$ cat src/rtl/tt3_sweep_reader_if.sv
// Host-side start/done handshake and result bus of the 3-input truth-table sweep reader.
interface tt3_sweep_reader_if;
  localparam int unsigned CODE_W = 8;

  logic              start;
  logic [CODE_W-1:0] expected;
  logic              busy;
  logic              done;
  logic [CODE_W-1:0] code;
  logic              match;

  modport master (output start, expected, input busy, done, code, match);
  modport slave  (input start, expected, output busy, done, code, match);
endinterface

$ cat src/rtl/tt3_sweep_reader.sv
// Walks a 3-input block through all eight rows, samples each after a settle time,
// and assembles the hex truth-table code plus a match flag against an expected code.
module tt3_sweep_reader #(
  parameter int unsigned SETTLE_CYCLES = 4
) (
  input  logic                clk,
  input  logic                rst_n,
  tt3_sweep_reader_if.slave   host,
  input  logic                dut_out,
  output logic                drv_in1,
  output logic                drv_in2,
  output logic                drv_in3
);

  localparam int unsigned CODE_W   = 8;
  localparam int unsigned ROW_W    = 3;
  localparam int unsigned SETTLE_W = 8;
  localparam logic [SETTLE_W-1:0] SETTLE_LAST = SETTLE_W'(SETTLE_CYCLES - 1);
  localparam logic [ROW_W-1:0]    ROW_LAST    = '1;

  typedef enum logic [1:0] {IDLE, DRIVE, SAMPLE, FINISH} state_t;

  state_t              state_q, state_d;
  logic [ROW_W-1:0]    row_q, row_d;
  logic [SETTLE_W-1:0] settle_q, settle_d;
  logic [CODE_W-1:0]   shadow_q, shadow_d;
  logic [CODE_W-1:0]   exp_q, exp_d;

  logic                busy_q, busy_d;
  logic                done_q, done_d;
  logic [ROW_W-1:0]    drv_q, drv_d;
  logic [CODE_W-1:0]   code_q, code_d;
  logic                match_q, match_d;

  // Next-state and next-output logic; outputs are registered from these values.
  always_comb begin
    state_d  = state_q;
    row_d    = row_q;
    settle_d = settle_q;
    shadow_d = shadow_q;
    exp_d    = exp_q;
    code_d   = code_q;
    match_d  = match_q;

    case (state_q)
      IDLE: begin
        if (host.start) begin
          exp_d    = host.expected;
          row_d    = '0;
          settle_d = '0;
          shadow_d = '0;
          state_d  = DRIVE;
        end
      end
      DRIVE: begin
        if (settle_q == SETTLE_LAST) begin
          state_d = SAMPLE;
        end else begin
          settle_d = settle_q + SETTLE_W'(1);
        end
      end
      SAMPLE: begin
        // Row 0 is shifted in first, so it ends up in the MSB after eight samples.
        shadow_d = {shadow_q[CODE_W-2:0], dut_out};
        if (row_q == ROW_LAST) begin
          state_d = FINISH;
        end else begin
          row_d    = row_q + ROW_W'(1);
          settle_d = '0;
          state_d  = DRIVE;
        end
      end
      FINISH: begin
        state_d = IDLE;
      end
      default: begin
        state_d = IDLE;
      end
    endcase

    busy_d = (state_d == DRIVE) || (state_d == SAMPLE);
    drv_d  = busy_d ? row_d : '0;
    done_d = (state_d == FINISH);
    if (state_d == FINISH) begin
      code_d  = shadow_d;
      match_d = (shadow_d == exp_q);
    end
  end

  always_ff @(posedge clk or negedge rst_n) begin
    if (!rst_n) begin
      state_q  <= IDLE;
      row_q    <= '0;
      settle_q <= '0;
      shadow_q <= '0;
      exp_q    <= '0;
      busy_q   <= 1'b0;
      done_q   <= 1'b0;
      drv_q    <= '0;
      code_q   <= '0;
      match_q  <= 1'b0;
    end else begin
      state_q  <= state_d;
      row_q    <= row_d;
      settle_q <= settle_d;
      shadow_q <= shadow_d;
      exp_q    <= exp_d;
      busy_q   <= busy_d;
      done_q   <= done_d;
      drv_q    <= drv_d;
      code_q   <= code_d;
      match_q  <= match_d;
    end
  end

  assign host.busy  = busy_q;
  assign host.done  = done_q;
  assign host.code  = code_q;
  assign host.match = match_q;
  assign {drv_in1, drv_in2, drv_in3} = drv_q;

endmodule
$ cat src/flat_wrapper.sv
// flat-port wrapper written by rule: the top's interface ports become plain ports
module tt3_sweep_reader_flat 
#(
  parameter int unsigned SETTLE_CYCLES = 4
)
  (clk, rst_n, dut_out, drv_in1, drv_in2, drv_in3, host_start, host_expected, host_busy, host_done, host_code, host_match);
  tt3_sweep_reader_if host_i ();
  input  logic clk;
  input  logic rst_n;
  input  logic dut_out;
  output logic drv_in1;
  output logic drv_in2;
  output logic drv_in3;
  input wire logic [$bits(host_i.start)-1:0] host_start;
  input wire logic [$bits(host_i.expected)-1:0] host_expected;
  output wire logic [$bits(host_i.busy)-1:0] host_busy;
  output wire logic [$bits(host_i.done)-1:0] host_done;
  output wire logic [$bits(host_i.code)-1:0] host_code;
  output wire logic [$bits(host_i.match)-1:0] host_match;
  assign host_i.start = host_start;
  assign host_i.expected = host_expected;
  assign host_busy = host_i.busy;
  assign host_done = host_i.done;
  assign host_code = host_i.code;
  assign host_match = host_i.match;
  tt3_sweep_reader #(.SETTLE_CYCLES(SETTLE_CYCLES)) u_core (.clk(clk), .rst_n(rst_n), .host(host_i), .dut_out(dut_out), .drv_in1(drv_in1), .drv_in2(drv_in2), .drv_in3(drv_in3));
endmodule
$ cat config.mk
export PLATFORM = sky130hd
export DESIGN_NAME = tt3_sweep_reader_flat
export DESIGN_NICKNAME = d
export VERILOG_FILES = /design/src/rtl/tt3_sweep_reader_if.sv /design/src/rtl/tt3_sweep_reader.sv /design/src/flat_wrapper.sv
export SDC_FILE = /design/constraint.sdc
export NUM_CORES = 1
export LEC_CHECK = 0
export ABC_AREA = 0
export BUFFER_PORTS_ARGS = -buffer_cell sky130_fd_sc_hd__buf_4
export CAP_MARGIN = 15
export CORE_MARGIN = 1.5
export CORE_UTILIZATION = 54
export CTS_BUF_LIST = sky130_fd_sc_hd__clkbuf_2
export DETAILED_ROUTE_END_ITERATION = 12
export PLACE_DENSITY = 0.76
export SLEW_MARGIN = 10
export SYNTH_ARGS = -nofsm -noshare
export SYNTH_HDL_FRONTEND = slang
export SYNTH_SLANG_ARGS = --single-unit
$ cat constraint.sdc
create_clock -name clk -period 3.01 [get_ports clk]
set_clock_uncertainty 0.15 [all_clocks]
set_input_delay 0.1505 -clock clk [delete_from_list [all_inputs] [get_ports clk]]
set_output_delay 0.1505 -clock clk [all_outputs]
set_load 0.01 [all_outputs]
==> key figures, run 1 <==
Synthesis
  • Cell Area, Synth: 2042 um^2
  • Top cell type's share of synthesized area: 0.5270
  • Ranking of synthesized cells by area: dfrtp_1 53%, mux2_2 6.1%, ha_1 4.3%, nand2_1 4.2%, inv_1 3.3%
  • Number of synthesized register bits: 43
  • Yosys cell types: 40
  • Post-Synthesis Cells: 194
  • Synth area leader: dfrtp_1
  • Average size of a mapped cell: 10.53 um^2
  • Syn Nets: 213
  • Synth warnings: 0
  • Sequential fraction of the synthesis area: 0.5270

Global route
  • Initial antenna violation count: 0
  • Global-route wire length before repair: 7348 um
  • Gr usage total: 0.2345
  • GRT overflow: 0
  • Largest net degree at the start of global routing: 44
  • Vias in the first global route: 1,563

Finish
  • Post-layout util: 0.6649
  • Footprint of the multi-input gates: 869.6 um^2
  • Ant. Diodes: 0
  • Layout cells sized above 1: 0.2198
  • Storage cell area: 1076 um^2
  • Area grow syn2layout: 18.32%
  • Nets: 252
  • # fillers: 293

Power
  • PD cells: 749.6 nW/um^2
  • Leakage power: 0.001159 uW
  • Max VDD drop: 0.0004122 V

Die
  • Core area: 3633 um^2
  • Die area: 4160 um^2
  • I/O pins: 26
  • Initial core utilization: 0.5620
  • # rows: 22
  • Die H: 64.50 um
  • Die Width: 64.50 um

Timing
  • Max-slew violations: 0
  • Period minus WS final: 2.788 ns
  • Worst Max-Slew Pin Slew: 0.5344 ns
  • Sum Neg Setup Slack: 0 ns
  • Fmax: 0.3587 GHz
  • Unrepaired setup endpoints after global routing: false
  • WHS: 0.09560 ns
  • Final Hold Fails: 0
  • Period utilization: 0.9262
  • Final setup viols: 0
  • Slew headroom: 0.6437

Drt
  • DR pass1 iterations: 4
  • Antenna Violating Nets Remaining: 0
  • Number of DRC markers in iteration 0: 61
  • Vias/cell: 5.646
  • Drc violations: 0
  • Routed Wire Length: 4288 um
  • DR WL/cell: 15.31 um
  • Via count: 1,581

CTS
  • Reg clk slew, reported paths: 0.20 ns
  • Clock Sinks: 43
  • H-Tree Depth: 2
  • CTS tree: built
  • Maximum root-to-sink buffer count: 2
  • CTS Root Buffer Type: clkbuf_2
  • Worst skew pair latency: 0.40 ns
  • Total CTS buffers: 5
  • Postcts setup bufs: 0

Flow run
  • Maxcap violations: 0

Critical path
  • WS Path Type: reg2reg
  • CP Launch Type: flop
  • CP required: 3.18 ns
  • Setup crit end kind: flop
  • CP max FO: 5
  • R2R cell count: 9
  • Critical Path AT: 2.95 ns

Placement
  • Port Buf Inserts: 25
  • Post-DP HPWL: 3131 um
  • GPL Wtd Cong: 0.8322

Run status
  • Status: finished clean

Hold path
  • Hold WC Path Type: in2async
-- where the power goes --
part,leakage [uW],internal [uW],switching (uW)
clock,0.0000249,52.5,169
combinational,0.000574,356,386
sequential,0.000560,721,126
total,0.00116,1130,681
-- cells in the mapped netlist --
cell type	number
buf_2	2
nand3_1	5
nand4_1	2
o21ai_0	5
a21oi_1	6
nand2_2	1
a31oi_1	4
o32ai_1	1
a311oi_1	1
a221oi_1	1
xor2_1	2
or2b_1	1
mux2i_4	1
and2_1	5
dfrtp_1	43
nor2_1	12
o31ai_1	8
mux2_2	11
a32o_1	1
and3_2	1
nand2b_1	2
o22ai_1	6
a21boi_0	1
a21o_1	3
clkbuf_1	2
o41ai_1	1
or2_2	1
inv_1	18
o211ai_1	1
a22o_1	3
nor3_1	2
nand2_1	23
a22oi_1	5
buf_1	1
a22o_2	1
nor2b_1	1
ha_1	7
buf_4	1
or4_4	1
nor3_4	1
-- routing by layer --
layer	global-route usage	wire (um)	vias to the layer above
met5	0	0	-
met4	0.09840	87	0
met3	0.06076	176	10
met2	0.3997	2190	41
met1	0.2830	1833	765
li1	-	-	765
-- cell type report --
| type | count | share of cell area |
|---|---|---|
| Clock buffer | 6 | 0.01243 |
| Tap cell | 48 | 0.02486 |
| Timing Repair Buffer | 38 | 0.1295 |
| Multi-Input combinational cell | 127 | 0.3599 |
| Sequential cell | 43 | 0.4454 |
| Inverter | 18 | 0.02796 |
-- critical path: stages, from the launching register on --
cell and delay [ns]:
dfrtp_1 0.47, or4_4 0.56, nor3_4 0.25, o22ai_1 0.10
a21boi_1 0.25, ha_1 0.22, o41ai_1 0.08, a311oi_1 0.25
nand2_1 0.09, o32ai_1 0.27
-- cells by family after synthesis --
| logic type | after synthesis | share of synthesized area |
|---|---|---|
| and+or+nand+nor | 58 | 0.1391 |
| xor gates and xnor gates | 2 | 0.008580 |
| buffers and inverters | 24 | 0.04718 |
| adders and majority gates | 7 | 0.04289 |
| DFF | 43 | 0.5270 |
| muxes | 12 | 0.07169 |
| AOI/OAI and AO/OA | 48 | 0.1636 |
-- worst paths after layout --
check                                   start  slack (ns)            endpoint
max                        u_core.settle_q[5]        0.22   u_core.host.match
min                                     rst_n         0.1  u_core.settle_q[5]
max reg2reg                u_core.settle_q[5]        0.22   u_core.host.match
min reg2reg                u_core.settle_q[7]        0.35  u_core.settle_q[7]
max in group asynchronous               rst_n        2.24     u_core.row_q[2]
min in group clk           u_core.settle_q[7]        0.35  u_core.settle_q[7]
-- cell usage in the layout (no fill, tap or decap), drive strengths merged --
cell type / instances
o32ai: 1
mux2: 11
nor2: 12
o21ai: 5
nand2b: 2
o31ai: 8
nor2b: 1
a311oi: 1
nor3: 3
a22o: 4
dfrtp: 43
nand4: 2
dlygate4sd3: 11
inv: 18
a31oi: 4
a22oi: 5
a21oi: 6
xor2: 2
nand3: 5
a221oi: 1
and2: 5
o22ai: 6
or4: 1
a21o: 3
o41ai: 1
nand2: 24
clkbuf: 6
ha: 7
mux2i: 1
or2b: 1
a32o: 1
or2: 1
and3: 1
buf: 27
o211ai: 1
a21boi: 1
-- per-stage QoR --
stage / instances / cell area [um^2] / total power [uW] / setup WS, ns
5_1_grt: 280 / 2416 / 1942 / 0.04495
3_3_place_gp: 263 / 2276 / 1545 / 0.3557
2_1_floorplan: 194 / 2042 / 1336 / 0.2174
4_1_cts: 280 / 2416 / 1815 / 0.1591
3_5_place_dp: 263 / 2276 / 1587 / 0.1776
6_report: 280 / 2416 / 1811 / 0.2220
-- sequential cells by signal, summed over array words and instances (netlist names) --
name and count:
u_core.drv_q 3, u_core.exp_q 8, u_core.host.busy 1, u_core.host.code 8, u_core.host.done 1, u_core.host.match 1
u_core.row_q 3, u_core.settle_q 8, u_core.shadow_q 8, u_core.state_q 2
-- repair_timing --
action,4_1_cts,5_1_grt
endpoints found under the setup margin,0,1
hold buffers,11,0
hold endpoints to repair,55,0
gates resized for setup,0,1
Power figures use the tool's default switching activity.
==> run 2, diff against run 1 <==
==> constraint.sdc (replaced) <==
create_clock -name clk -period 2.5 [get_ports clk]
set_clock_uncertainty 0.15 [all_clocks]
set_input_delay 0.125 -clock clk [delete_from_list [all_inputs] [get_ports clk]]
set_output_delay 0.125 -clock clk [all_outputs]
set_load 0.01 [all_outputs]
==> run 2 against run 1 <==
Against the previous run: the run now ends with setup timing left; critical path depth stayed put; global-route usage fell by 0.23 points; first-iteration DRC count decreased by 16%; combinational power up 33%.
==> key figures, run 2 (same netlist as run 1, synthesis figures left out) <==
Run status
  • Status: complete, but fails checks
  • Failing checks: setup timing

Critical path
  • Slowest cell delay on critical path: 0.57 ns
  • Critical Path AT: 2.74 ns
  • R2r endpoint: u_core.host.match
  • Slowest cell on the critical path: or4_4
  • CP required: 2.66 ns
  • WS Path Type: reg2reg
  • R2R setup slack: -0.08 ns
  • Crit path max-delay family: simple AND/OR/NAND/NOR gates
  • Worst R2R Start: u_core.settle_q[5]
  • Worst path cell trace: or4_4 > nor3_4 > o22ai_2 > a21boi_2 > ha_2 > o41ai_1 > a311oi_1 > nand2_1 > o32ai_2
  • Setup crit end kind: flop
  • CP Launch Type: flop
  • R2R cell count: 9
  • Buf+Inv Stages, Crit Path: 0
  • CP max FO: 3

Global route
  • Largest net degree at the start of global routing: 44
  • GRT overflow: 0
  • Vias in the first global route: 1,662
  • Gr usage total: 0.2322
  • Global-route wire length before repair: 7314 um
  • Initial antenna violation count: 0

Drt
  • Number of DRC markers in iteration 0: 51
  • Drc violations: 0
  • Antenna Violating Nets Remaining: 0
  • Via count: 1,667
  • DR WL/cell: 14.54 um
  • DR pass1 iterations: 5
  • Routed Wire Length: 4275 um
  • Vias/cell: 5.670

Finish
  • Ant. Diodes: 0
  • Nets: 264
  • Storage cell area: 1076 um^2
  • Commonest non-fill, non-tap cell in the layout: dfrtp_1
  • Area grow syn2layout: 24.51%
  • # fillers: 296
  • Commonest non-fill, non-tap cells in the layout: 43 x dfrtp_1, 39 x buf_4, 23 x nand2_1, 18 x inv_1, 12 x nor2_1
  • Footprint of the multi-input gates: 895.9 um^2
  • Layout cells sized above 1: 0.2886

Timing
  • Period utilization: 1.032
  • Period minus WS final: 2.580 ns
  • Unrepaired setup endpoints after global routing: true
  • Slew headroom: 0.6448
  • Fmax: 0.3876 GHz
  • Final Hold Fails: 0
  • WHS: 0.06898 ns
  • Worst Max-Slew Pin Slew: 0.5328 ns
  • Max-slew violations: 0
  • Final setup viols: 1
  • Final WS setup: -0.07978 ns

Power
  • Switching power: 847.7 uW
  • Net Sw Frac: 0.3716
  • PD cells: 897.3 nW/um^2
  • Leakage power: 0.001233 uW
  • Power Total: 2281 uW
  • Max VDD drop: 0.0005073 V
  • Share of total power in the clock network: 0.125
  • Sequential Power Share: 0.443
  • Gate power share: 0.432
  • Cell Int Power: 1434 uW

Die
  • Die H: 64.50 um
  • # rows: 22
  • I/O pins: 26
  • Die Width: 64.50 um
  • Initial core utilization: 0.5620
  • Core area: 3633 um^2
  • Die area: 4160 um^2

CTS
  • Clock Sinks: 43
  • Maximum root-to-sink buffer count: 2
  • Reg clk slew, reported paths: 0.20 ns
  • CTS Root Buffer Type: clkbuf_2
  • CTS tree: built
  • H-Tree Depth: 2
  • Total CTS buffers: 5
  • Worst skew pair latency: 0.39 ns

Flow run
  • Maxcap violations: 0

Placement
  • GPL Wtd Cong: 0.8451
  • Post-DP HPWL: 3107 um
  • Port Buf Inserts: 25

Hold path
  • Hold WC Path Type: in2async
run 2: changes by cell type in the layout (fill, tap and decap cells not counted), sizes merged:
cell    delta
buf       +12
clkbuf     +1
clkinv     +1
run 2: worst max-delay path by stage:
stage / startpoint / end / cells past startpoint
final: u_core.settle_q[5] / u_core.host.match / 9
after global routing: u_core.settle_q[5] / u_core.host.match / 9
after CTS: u_core.settle_q[4] / u_core.host.match / 9
after detailed placement: u_core.settle_q[4] / u_core.host.match / 9
after global placement: u_core.settle_q[4] / u_core.host.match / 9
after floorplan: u_core.settle_q[4] / u_core.host.match / 10
run 2: routing by layer:
layer,track usage,wire (um)
met3,0.07118,167
met1,0.2748,1809
met2,0.4023,2257
met5,0,0
met4,0.07979,40
run 2: area by class of cell:
class,instances,share of cell area
clock buffer,7,0.01378
tap,48,0.02362
inverter,18,0.02657
timing repair buffer,50,0.1585
sequential,43,0.4232
multi-input combinational,127,0.3524
clock inverter,1,0.001969
run 2: timing repair:
| item | 4_1_cts | 5_1_grt |
|---|---|---|
| buffers inserted | 1 | 3 |
| hold buffers | 11 | 0 |
| gates resized for setup | 2 | 4 |
| endpoints found under the hold margin | 54 | 0 |
| pin swaps | 1 | 8 |
| endpoints found under the setup margin | 1 | 2 |
run 2: metrics by stage:
stage	cells	util	setup slack [ns]	TNS, ns	area [um^2]
3_5_place_dp	271	0.6429	-0.02410	-0.02410	2336
6_report	294	0.6997	-0.07978	-0.07978	2542
5_1_grt	294	0.6997	-0.1792	-0.1846	2542
3_3_place_gp	271	0.6429	0.09621	0	2336
4_1_cts	291	0.6891	-0.02695	-0.02695	2504
2_1_floorplan	194	-	0.001660	0	2046
run 2: power groups by stage:
stage | logic, uW | clock network [uW] | registers (uW)
CTS | 949 | 296 | 1010
global route | 1090 | 320 | 1040
finish | 986 | 285 | 1010
floorplan | 591 | 0 | 1020
global placement | 870 | 0 | 1010
detailed placement | 920 | 0 | 1030
==> run 3, diff against run 2 <==
--- a/config.mk
+++ b/config.mk
@@ -9,10 +9,10 @@
 export BUFFER_PORTS_ARGS = -buffer_cell sky130_fd_sc_hd__buf_4
 export CAP_MARGIN = 15
 export CORE_MARGIN = 1.5
-export CORE_UTILIZATION = 54
-export CTS_BUF_LIST = sky130_fd_sc_hd__clkbuf_2
+export CORE_UTILIZATION = 51
+export CTS_BUF_LIST = sky130_fd_sc_hd__clkbuf_8 sky130_fd_sc_hd__clkbuf_16
 export DETAILED_ROUTE_END_ITERATION = 12
-export PLACE_DENSITY = 0.76
+export PLACE_DENSITY = 0.72
 export SLEW_MARGIN = 10
 export SYNTH_ARGS = -nofsm -noshare
 export SYNTH_HDL_FRONTEND = slang
==> run 3 against run 2 <==
Against the previous run: critical path type unchanged; highest routed layer unchanged; utilization up 1.2 points; critical path depth grew 1; sequential power about the same; the run still ends with setup timing left; non-clock buffer count grew 5; clock power increased by 65%; critical endpoint is now u_core.host.code[3]; global-route usage fell by 0.31 points; first-iteration DRC count is 84% higher.
==> key figures, run 3 (same netlist as run 1, synthesis figures left out) <==
Hold path
  • Hold WC Path Type: in2reg
  • Hold depth: 4

Die
  • Die Width: 66.28 um
  • Core area: 3744 um^2
  • Initial core utilization: 0.5455
  • I/O pins: 26
  • Die H: 66.28 um
  • Die area: 4392 um^2
  • # rows: 22

Finish
  • Layout cells sized above 1: 0.3267
  • Commonest non-fill, non-tap cells in the layout: 43 x buf_4, 43 x dfrtp_1, 23 x nand2_1, 19 x inv_1, 11 x mux2_2
  • Non-Filler Instances: 299
  • Ant. Diodes: 0
  • Area grow syn2layout: 30.39%
  • Storage cell area: 1076 um^2
  • Post-layout util: 0.7112
  • Nets: 269
  • # fillers: 286
  • Footprint of the multi-input gates: 913.4 um^2

Drt
  • Number of DRC markers in iteration 0: 94
  • DR WL/cell: 15.61 um
  • Vias/cell: 5.595
  • Drc violations: 0
  • Routed Wire Length: 4668 um
  • Antenna Violating Nets Remaining: 0
  • DR pass1 iterations: 4
  • Via count: 1,673

CTS
  • CTS Root Buffer Type: clkbuf_8
  • H-Tree Depth: 2
  • CTS tree: built
  • Worst skew pair latency: 0.29 ns
  • Maximum root-to-sink buffer count: 2
  • Clock Sinks: 43
  • Reg clk slew, reported paths: 0.08 ns
  • Total CTS buffers: 5

Global route
  • GRT overflow: 0
  • Initial antenna violation count: 0
  • Global-route wire length before repair: 7631 um
  • Vias in the first global route: 1,738
  • Gr usage total: 0.2291
  • Largest net degree at the start of global routing: 44

Timing
  • Period minus WS final: 2.547 ns
  • Period utilization: 1.019
  • Final setup viols: 6
  • Worst Max-Slew Pin Slew: 0.5457 ns
  • Unrepaired setup endpoints after global routing: true
  • Fmax: 0.3926 GHz
  • Final WS setup: -0.04716 ns
  • Slew headroom: 0.6362
  • Final Hold Fails: 0
  • Max-slew violations: 0

Run status
  • Failing checks: setup timing
  • Status: complete, but fails checks

Critical path
  • Slowest cell on the critical path: or4_4
  • Buf+Inv Stages, Crit Path: 3
  • Levels on crit path: 10
  • R2R cell count: 10
  • Critical Path AT: 2.57 ns
  • CP required: 2.53 ns
  • CP max FO: 4
  • Crit path max-delay family: simple AND/OR/NAND/NOR gates
  • Worst path cell trace: or4_4 > nor3_4 > buf_4 > nor2_2 > nor3_2 > a21oi_2 > ha_2 > buf_6 > buf_6 > mux2_2
  • Setup crit end kind: flop
  • Slowest cell delay on critical path: 0.57 ns
  • Most used cell, CP: buf_6
  • CP Launch Type: flop
  • WS Path Type: reg2reg

Power
  • Leakage power: 0.001287 uW
  • PD cells: 960.1 nW/um^2
  • Max VDD drop: 0.0007503 V

Placement
  • GPL Wtd Cong: 0.8589
  • Post-DP HPWL: 3069 um
  • Cells after DPL: 271
  • Port Buf Inserts: 25

Flow run
  • Maxcap violations: 0
-- run 3: cell types whose count changed in the layout (fill, tap and decap cells not counted) --
cell and change:
clkbuf_2 -7, clkbuf_8 +7, nor2_1 -5, nor2_2 +5
buf_4 +4, buf_6 +2, clkinv_2 -1, dlygate4sd3_1 -1
inv_1 +1, nor3_1 -1, nor3_2 +1
-- run 3: worst paths after layout --
check / startpoint / end / slack (ns)
worst max register to register: u_core.settle_q[5] / u_core.host.code[3] / -0.05
min in group asynchronous: rst_n / u_core.settle_q[7] / 0.20
worst min-delay path: host_start / u_core.shadow_q[6] / 0.16
worst max-delay path: u_core.settle_q[5] / u_core.host.code[3] / -0.05
max in group asynchronous: rst_n / u_core.drv_q[1] / 1.61
worst min register to register: u_core.settle_q[7] / u_core.settle_q[7] / 0.37
-- run 3: through the flow --
stage | TNS (ns) | hold WS [ns] | power, uW | area (um^2) | setup WS [ns]
after floorplan | 0 | -0.3206 | 1613 | 2046 | 0.001660
after global placement | 0 | -0.01293 | 1887 | 2336 | 0.09210
after detailed placement | 0 | -0.007326 | 1944 | 2336 | 0.004852
after CTS | -0.01178 | 0.09482 | 2466 | 2584 | -0.01178
after global routing | -0.8217 | 0.1858 | 2721 | 2663 | -0.1168
final | -0.07324 | 0.1642 | 2556 | 2663 | -0.04716
-- run 3: layout make-up --
| class | count | area share |
|---|---|---|
| clock inverters | 1 | 0.001410 |
| well taps | 48 | 0.02256 |
| inverters | 18 | 0.02538 |
| clock buffers | 7 | 0.03618 |
| flip-flops and latches | 43 | 0.4041 |
| repair buffers | 55 | 0.1673 |
| multi-input cells | 127 | 0.3430 |
-- run 3: routing by layer --
layer | share of wire | track usage | vias up
li1 | - | - | 794
met1 | 0.42 | 0.2685 | 827
met2 | 0.53 | 0.4138 | 45
met3 | 0.040 | 0.05451 | 7
met4 | 0.011 | 0.06633 | 0
met5 | 0 | 0 | -
-- run 3: timing repair --
item / 4_1_cts / 5_1_grt
pin swaps: 1 / 8
hold buffers: 10 / 0
buffers inserted: 5 / 5
resized for setup: 2 / 12
endpoints found under the setup margin: 1 / 9
cloned: 0 / 0
endpoints found under the hold margin: 52 / 0
-- run 3: power breakdown --
| part | switching (uW) | total (uW) | internal, uW |
|---|---|---|---|
| sequential | 159 | 1030 | 871 |
| combinational | 522 | 1060 | 536 |
| clock | 221 | 469 | 248 |
| total | 902 | 2560 | 1650 |
-- run 3: tightest hold or removal path, cell delays in order --
cell     delay [ns]
buf_4          0.13
mux2i_4        0.13
nand2_1        0.13
nand2_1        0.06
